## src/rtl/tile_write_scheduler_pkg.sv

```systemverilog
// Shared types and constants for the tile write scheduler: tile-map bounds,
// command opcodes, the queued request record and the issue FSM states.
package tile_pkg;

    localparam int TILE_COLS = 40;
    localparam int TILE_ROWS = 30;

    localparam logic [3:0] OP_IDLE       = 4'h0;
    localparam logic [3:0] OP_TILE_WRITE = 4'h2;

    typedef struct packed {
        logic [5:0] row;
        logic [5:0] col;
        logic [7:0] tile;
    } tile_req_t;

    typedef enum logic [1:0] {
        ST_IDLE,
        ST_ISSUE,
        ST_GAP
    } sched_state_e;

    function automatic logic [31:0] tile_cmd(input tile_req_t r);
        return {OP_TILE_WRITE, r.col, r.row, 8'h00, r.tile};
    endfunction

endpackage

```

## src/rtl/tile_write_scheduler_if.sv

```systemverilog
// Request/command bundle between the two tile requesters and the scheduler;
// master = requester/host side, slave = scheduler side.
interface tile_write_scheduler_if #(
    parameter int FIFO_DEPTH = 8
);
    logic [1:0]                    req_valid;
    logic [1:0]                    req_ready;
    logic [1:0][5:0]               req_row;
    logic [1:0][5:0]               req_col;
    logic [1:0][7:0]               req_tile;
    logic                          vblank;
    logic [31:0]                   control;
    logic                          busy;
    logic                          drop_err;
    logic [$clog2(FIFO_DEPTH):0]   fifo_count;

    modport master (
        output req_valid, req_row, req_col, req_tile, vblank,
        input  req_ready, control, busy, drop_err, fifo_count
    );

    modport slave (
        input  req_valid, req_row, req_col, req_tile, vblank,
        output req_ready, control, busy, drop_err, fifo_count
    );

endinterface

```

## src/rtl/tile_write_scheduler_fifo.sv

```systemverilog
// Synchronous FIFO of tile_req_t; head is read combinationally, push when full
// and pop when empty are ignored.
module tile_req_fifo
    import tile_pkg::*;
#(
    parameter int DEPTH = 8
) (
    input  logic                     clk,
    input  logic                     reset_n,
    input  logic                     push,
    input  logic                     pop,
    input  tile_req_t                wdata,
    output tile_req_t                rdata,
    output logic                     full,
    output logic                     empty,
    output logic [$clog2(DEPTH):0]   count
);
    localparam int AW = $clog2(DEPTH);
    localparam int CW = AW + 1;

    tile_req_t        r_mem [DEPTH];
    logic [AW-1:0]    r_wptr;
    logic [AW-1:0]    r_rptr;
    logic [CW-1:0]    r_count;
    logic             w_push;
    logic             w_pop;

    assign full    = (r_count == CW'(DEPTH));
    assign empty   = (r_count == '0);
    assign count   = r_count;
    assign rdata   = r_mem[r_rptr];
    assign w_push  = push & ~full;
    assign w_pop   = pop & ~empty;

    // Pointers wrap naturally because DEPTH is a power of two.
    always_ff @(posedge clk or negedge reset_n) begin
        if (!reset_n) begin
            r_wptr  <= '0;
            r_rptr  <= '0;
            r_count <= '0;
        end else begin
            if (w_push) r_wptr <= r_wptr + 1'b1;
            if (w_pop)  r_rptr <= r_rptr + 1'b1;
            r_count <= r_count + CW'(w_push) - CW'(w_pop);
        end
    end

    always_ff @(posedge clk) begin
        if (w_push) r_mem[r_wptr] <= wdata;
    end

endmodule

```

## src/rtl/tile_write_scheduler.sv

```systemverilog
// Round-robin two-requester tile write scheduler feeding the color mapper control word.
// Define TILE_SCHED_VBLANK_ONLY_EN to start new writes only while vblank is high.
module tile_write_scheduler
    import tile_pkg::*;
#(
    parameter int FIFO_DEPTH  = 8,
    parameter int HOLD_CYCLES = 2
) (
    input  logic                    clk,
    input  logic                    reset_n,
    tile_write_scheduler_if.slave   bus
);
    localparam int          HW        = $clog2(HOLD_CYCLES + 1);
    localparam logic [31:0] IDLE_WORD = {OP_IDLE, 28'h0};

    sched_state_e                 r_state, w_state_nxt;
    logic [31:0]                  r_control, w_control_nxt;
    logic [HW-1:0]                r_hold, w_hold_nxt;
    logic                         r_ptr;
    logic                         r_drop_err;
    logic [1:0]                   w_grant;
    logic [1:0]                   w_accept;
    logic                         w_sel;
    logic                         w_legal;
    logic                         w_push;
    logic                         w_pop;
    logic                         w_full;
    logic                         w_empty;
    logic                         w_gate;
    tile_req_t                    w_req;
    tile_req_t                    w_head;
    logic [$clog2(FIFO_DEPTH):0]  w_count;

    // Lone requester always wins; contention goes to the priority pointer.
    always_comb begin
        w_grant = bus.req_valid;
        if (bus.req_valid == 2'b11) begin
            w_grant        = 2'b00;
            w_grant[r_ptr] = 1'b1;
        end
    end

    assign bus.req_ready = (reset_n && !w_full) ? w_grant : 2'b00;
    assign w_accept      = bus.req_valid & bus.req_ready;
    assign w_sel         = w_accept[1];
    assign w_req         = '{row: bus.req_row[w_sel], col: bus.req_col[w_sel], tile: bus.req_tile[w_sel]};
    assign w_legal       = (w_req.row < 6'(TILE_ROWS)) && (w_req.col < 6'(TILE_COLS));
    assign w_push        = (|w_accept) && w_legal;

    always_ff @(posedge clk or negedge reset_n) begin
        if (!reset_n) begin
            r_ptr      <= 1'b0;
            r_drop_err <= 1'b0;
        end else begin
            r_drop_err <= (|w_accept) && !w_legal;
            if (|w_accept) r_ptr <= ~w_sel;
        end
    end

    tile_req_fifo #(.DEPTH(FIFO_DEPTH)) u_fifo (
        .clk     (clk),
        .reset_n (reset_n),
        .push    (w_push),
        .pop     (w_pop),
        .wdata   (w_req),
        .rdata   (w_head),
        .full    (w_full),
        .empty   (w_empty),
        .count   (w_count)
    );

`ifdef TILE_SCHED_VBLANK_ONLY_EN
    assign w_gate = bus.vblank;
`else
    logic w_unused_vblank;
    assign w_unused_vblank = bus.vblank;
    assign w_gate          = 1'b1;
`endif

    always_ff @(posedge clk or negedge reset_n) begin
        if (!reset_n) begin
            r_state   <= ST_IDLE;
            r_control <= IDLE_WORD;
            r_hold    <= '0;
        end else begin
            r_state   <= w_state_nxt;
            r_control <= w_control_nxt;
            r_hold    <= w_hold_nxt;
        end
    end

    // The gate only blocks starting a write; one already in ISSUE runs to completion.
    always_comb begin
        w_state_nxt   = r_state;
        w_control_nxt = r_control;
        w_hold_nxt    = r_hold;
        w_pop         = 1'b0;
        case (r_state)
            ST_IDLE: begin
                if (!w_empty && w_gate) begin
                    w_pop         = 1'b1;
                    w_control_nxt = tile_cmd(w_head);
                    w_hold_nxt    = HW'(1);
                    w_state_nxt   = ST_ISSUE;
                end
            end
            ST_ISSUE: begin
                if (r_hold == HW'(HOLD_CYCLES)) begin
                    w_control_nxt = IDLE_WORD;
                    w_state_nxt   = ST_GAP;
                end else begin
                    w_hold_nxt = r_hold + 1'b1;
                end
            end
            ST_GAP: begin
                w_control_nxt = IDLE_WORD;
                w_state_nxt   = ST_IDLE;
                if (!w_empty && w_gate) begin
                    w_pop         = 1'b1;
                    w_control_nxt = tile_cmd(w_head);
                    w_hold_nxt    = HW'(1);
                    w_state_nxt   = ST_ISSUE;
                end
            end
            default: begin
                w_control_nxt = IDLE_WORD;
                w_state_nxt   = ST_IDLE;
            end
        endcase
    end

    assign bus.control    = r_control;
    assign bus.busy       = !w_empty || (r_state != ST_IDLE);
    assign bus.drop_err   = r_drop_err;
    assign bus.fifo_count = w_count;

endmodule
```

## src/flat_wrapper.sv

```systemverilog
// flat-port wrapper written by rule: the top's interface ports become plain ports
module tile_write_scheduler_flat import tile_pkg::*;
#(
    parameter int FIFO_DEPTH  = 8,
    parameter int HOLD_CYCLES = 2
)
  (clk, reset_n, bus_req_valid, bus_req_row, bus_req_col, bus_req_tile, bus_vblank, bus_req_ready, bus_control, bus_busy, bus_drop_err, bus_fifo_count);
  tile_write_scheduler_if #(.FIFO_DEPTH(FIFO_DEPTH)) bus_i ();
  input  logic clk;
  input  logic reset_n;
  input wire logic [$bits(bus_i.req_valid)-1:0] bus_req_valid;
  input wire logic [$bits(bus_i.req_row)-1:0] bus_req_row;
  input wire logic [$bits(bus_i.req_col)-1:0] bus_req_col;
  input wire logic [$bits(bus_i.req_tile)-1:0] bus_req_tile;
  input wire logic [$bits(bus_i.vblank)-1:0] bus_vblank;
  output wire logic [$bits(bus_i.req_ready)-1:0] bus_req_ready;
  output wire logic [$bits(bus_i.control)-1:0] bus_control;
  output wire logic [$bits(bus_i.busy)-1:0] bus_busy;
  output wire logic [$bits(bus_i.drop_err)-1:0] bus_drop_err;
  output wire logic [$bits(bus_i.fifo_count)-1:0] bus_fifo_count;
  assign bus_i.req_valid = bus_req_valid;
  assign bus_i.req_row = bus_req_row;
  assign bus_i.req_col = bus_req_col;
  assign bus_i.req_tile = bus_req_tile;
  assign bus_i.vblank = bus_vblank;
  assign bus_req_ready = bus_i.req_ready;
  assign bus_control = bus_i.control;
  assign bus_busy = bus_i.busy;
  assign bus_drop_err = bus_i.drop_err;
  assign bus_fifo_count = bus_i.fifo_count;
  tile_write_scheduler #(.FIFO_DEPTH(FIFO_DEPTH), .HOLD_CYCLES(HOLD_CYCLES)) u_core (.clk(clk), .reset_n(reset_n), .bus(bus_i));
endmodule
```

## config.mk

```make
export PLATFORM = sky130hd
export DESIGN_NAME = tile_write_scheduler_flat
export DESIGN_NICKNAME = d
export VERILOG_FILES = /design/src/rtl/tile_write_scheduler_pkg.sv /design/src/rtl/tile_write_scheduler_if.sv /design/src/rtl/tile_write_scheduler_fifo.sv /design/src/rtl/tile_write_scheduler.sv /design/src/flat_wrapper.sv
export SDC_FILE = /design/constraint.sdc
export NUM_CORES = 1
export LEC_CHECK = 0
export CAP_MARGIN = 20
export CORE_ASPECT_RATIO = 0.9
export CORE_MARGIN = 1.5
export CORE_UTILIZATION = 25
export CTS_BUF_LIST = sky130_fd_sc_hd__clkbuf_8
export DETAILED_ROUTE_END_ITERATION = 6
export GPL_ROUTABILITY_DRIVEN = 0
export HOLD_SLACK_MARGIN = 0.12
export PLACE_DENSITY = 0.39
export SETUP_SLACK_MARGIN = 0.3
export SLEW_MARGIN = 10
export SYNTH_ARGS = -nofsm -noshare
export SYNTH_HDL_FRONTEND = slang
export SYNTH_HIERARCHICAL = 1
export SYNTH_SLANG_ARGS = --single-unit
export TNS_END_PERCENT = 10
```

## constraint.sdc

```tcl
create_clock -name clk -period 10.2 [get_ports clk]
set_input_delay 2.55 -clock clk [delete_from_list [all_inputs] [get_ports clk]]
set_output_delay 2.55 -clock clk [all_outputs]
set_load 0.02 [all_outputs]
```

==> out/metrics.yaml <==
status: "finished, final reports clean"
synth_cells: 412
drc: 0
antenna_cells: 0
chipWidth_um: 194
yosysSeqAreaShare: 0.695
grtUsageTotal: 0.112
cts_max_path_buffers: 2
arrival_ns: 4.44
register_area_sq_um: 5730
route.final.wire_length_um: 18400
crit_type: "in2out"
ys_types: 42
grt_pass1_wl_um: 27600
power_density_nw_per_um2: 241
cts_root_buffer: "clkbuf_8"
clkTransAtPathRegs_ns: 0.09
vdd_drop_max_v: 0.000114
port_buffers: 72
firstDrtPassIters: 4
syn_area_sq_um: 8250
synth_enable_flop_cells: 160
synth_common_cells: "160 x edfxtp_1, 39 x mux4_1, 37 x dfrtp_1"
cp-startpoint: "bus_req_valid[1]"
start_kind: "primary input"
postRouteAntennaNets: 0
cts.sinks: 197
power_uw: 2360
rows: 62
cp_slowest_stage_delay_ns: 0.64
crit_top_cell: "clkdlybuf4s50_1"
ys_ff_latch: 197
maxSlewViolCount: 0
insertion_delay_ns: 0.46
fp.dieH_um: 175
dr_total_vias: 4042
synth_area_leaders: "edfxtp_1 58%, mux4_1 12%, dfrtp_1 11%, mux2_2 4.4%, a22o_1 2.2%"
overflow: 0
relSlewSlack: 0.402
holdCritPathClass: "reg2reg"
fin_hold_ws_ns: 0.493
setup_viol: 0
htreeDepth: 4
cts_setup_buffers: 0
crit_path_top_delay_cell: "clkdlybuf4s50_1"
nets: 551
antenna_found_initial: 0
vias_per_cell: 4.37
yosysMostFrequentCell: "edfxtp_1"
ios: 85
grt_pass1_vias: 4301
avgSynthCellArea_sq_um: 20.0
dp_hpwl_um: 10400
fin_skew_ns: 0.0172
synth_top_area_frac: 0.583
rr_startpoint: "u_core/u_fifo/count[2]"
post_cts_resized: 0
area_growth_syn_to_layout_pct: 19.0
fin_crit_ns: 6.99
final_util: 0.305
crit_path_cell_trace: "clkdlybuf4s50_1 -> nand3_4 -> inv_1 -> clkdlybuf4s50_1"
wire_per_inst_um: 19.9
synthFlopType: "edfxtp_1"
hold_viol: 0
dieArea_sq_um: 34100
crit_fanout: 19
ys_warn_count: 6
grt_setup_unrepaired: "false"
grt_max_degree: 43
numCtsBuffers: 17
hold_buffers: 0
initial_core_util: 0.256
timing.final.crit_share: 0.685
maxCapViolations: 0
worst-slew-pin-transition_ns: 0.895
drive_above_1_share: 0.202
p_leak_uw: 0.00343
core_area_sq_um: 32200
critPathRequiredTime_ns: 7.65
holdCritStartpoint: "u_core/bus.control[29]"
synthArstFlopShare: 0.188
fill_cells: 3100
drt-initial-drc-count: 216
cts_tree: "yes"
placed_cells: 893
multiInputGateArea_sq_um: 2360
final_cells: 925
cp-end-kind: "output port"
synth_top_area_cell: "edfxtp_1"
setup_tns_ns: 0
max_freq_mhz: 143
layer usage:
metal	routed length, um	track usage	up-vias
li1	-	-	1826
met1	8400	0.140	2125
met2	9230	0.194	77
met3	587	0.0246	14
met4	226	0.0342	0
met5	0	0	-
state kept, by name (all words and copies together), names as in the netlist:
signal,count
u_core/u_fifo/r_rptr,3
u_core/u_fifo/r_mem,160
u_core/r_state,2
u_core/r_hold,2
u_core/bus.drop_err,1
u_core/u_fifo/count,4
u_core/u_fifo/r_wptr,3
u_core/r_ptr,1
u_core/bus.control,21
through the flow:
stage                     setup slack (ns)  cell area (sq um)
after global placement                3.20               9460
after global routing                  3.05               9820
final                                 3.21               9820
after CTS                             3.19               9820
after detailed placement              3.20               9460
after floorplan                       4.27               8290
power breakdown:
group / switching, uW / total (uW) / internal [uW] / leakage [uW]
combinational: 433 / 854 / 421 / 0.00138
clock: 288 / 462 / 174 / 0.000163
sequential: 66.7 / 1050 / 981 / 0.00190
cells in the final DEF (no fill, tap or decap), types with 2 or more instances in the layout:
cell / instances
clkdlybuf4s50_1: 71
nor2b_1: 2
mux2_4: 9
a22o_1: 21
conb_1: 11
clkbuf_8: 17
a21o_1: 4
nor2_1: 4
inv_8: 2
nand4_1: 2
inv_6: 4
clkinvlp_4: 6
o21ai_0: 5
a21oi_1: 2
inv_1: 13
nor3b_1: 2
xor2_1: 2
buf_4: 11
nor3_2: 4
nor2_4: 3
mux2_2: 32
nand2_1: 5
nand2b_1: 4
nand3_1: 2
xnor2_1: 5
mux4_1: 39
dfrtp_1: 36
ha_1: 9
edfxtp_1: 160
worst paths after layout:
path / endpoint / slack, ns / depth (start not counted)
worst min-delay path: u_core/bus.control[29] / 0.49 / 1
worst min register to register: u_core/bus.control[29] / 0.49 / 1
worst max-delay path: bus_req_ready[1] / 3.21 / 4
max in group asynchronous: u_core/u_fifo/r_rptr[0] / 7.46 / 2
worst max register to register: u_core/u_fifo/r_mem[5][7] / 6.44 / 10
min in group asynchronous: u_core/u_fifo/count[2] / 2.31 / 2
cell type report:
type / instances / area share
Clock inverter: 15 / 0.0122
Timing Repair Buffer: 83 / 0.0813
Tap cell: 416 / 0.0530
Sequential cell: 197 / 0.584
Clock buffer: 17 / 0.0238
Multi-Input combinational cell: 184 / 0.241
Inverter: 13 / 0.00497
critical path, delay by kind of cell:
kind / cells / cell delay, ns
AND/OR/NAND/NOR: 1 / 0.36
buffers and inverters: 3 / 1.50
kinds of logic after synthesis:
| family | share of synthesized area |
|---|---|
| other | 0.000455 |
| xor gates and xnor gates | 0.00743 |
| and+or+nand+nor | 0.0291 |
| adders and majority gates | 0.0161 |
| muxes | 0.187 |
| buffers and inverters | 0.0303 |
| DFF | 0.695 |
| AOI/OAI and AO/OA | 0.0347 |
Power figures use the tool's default switching activity.
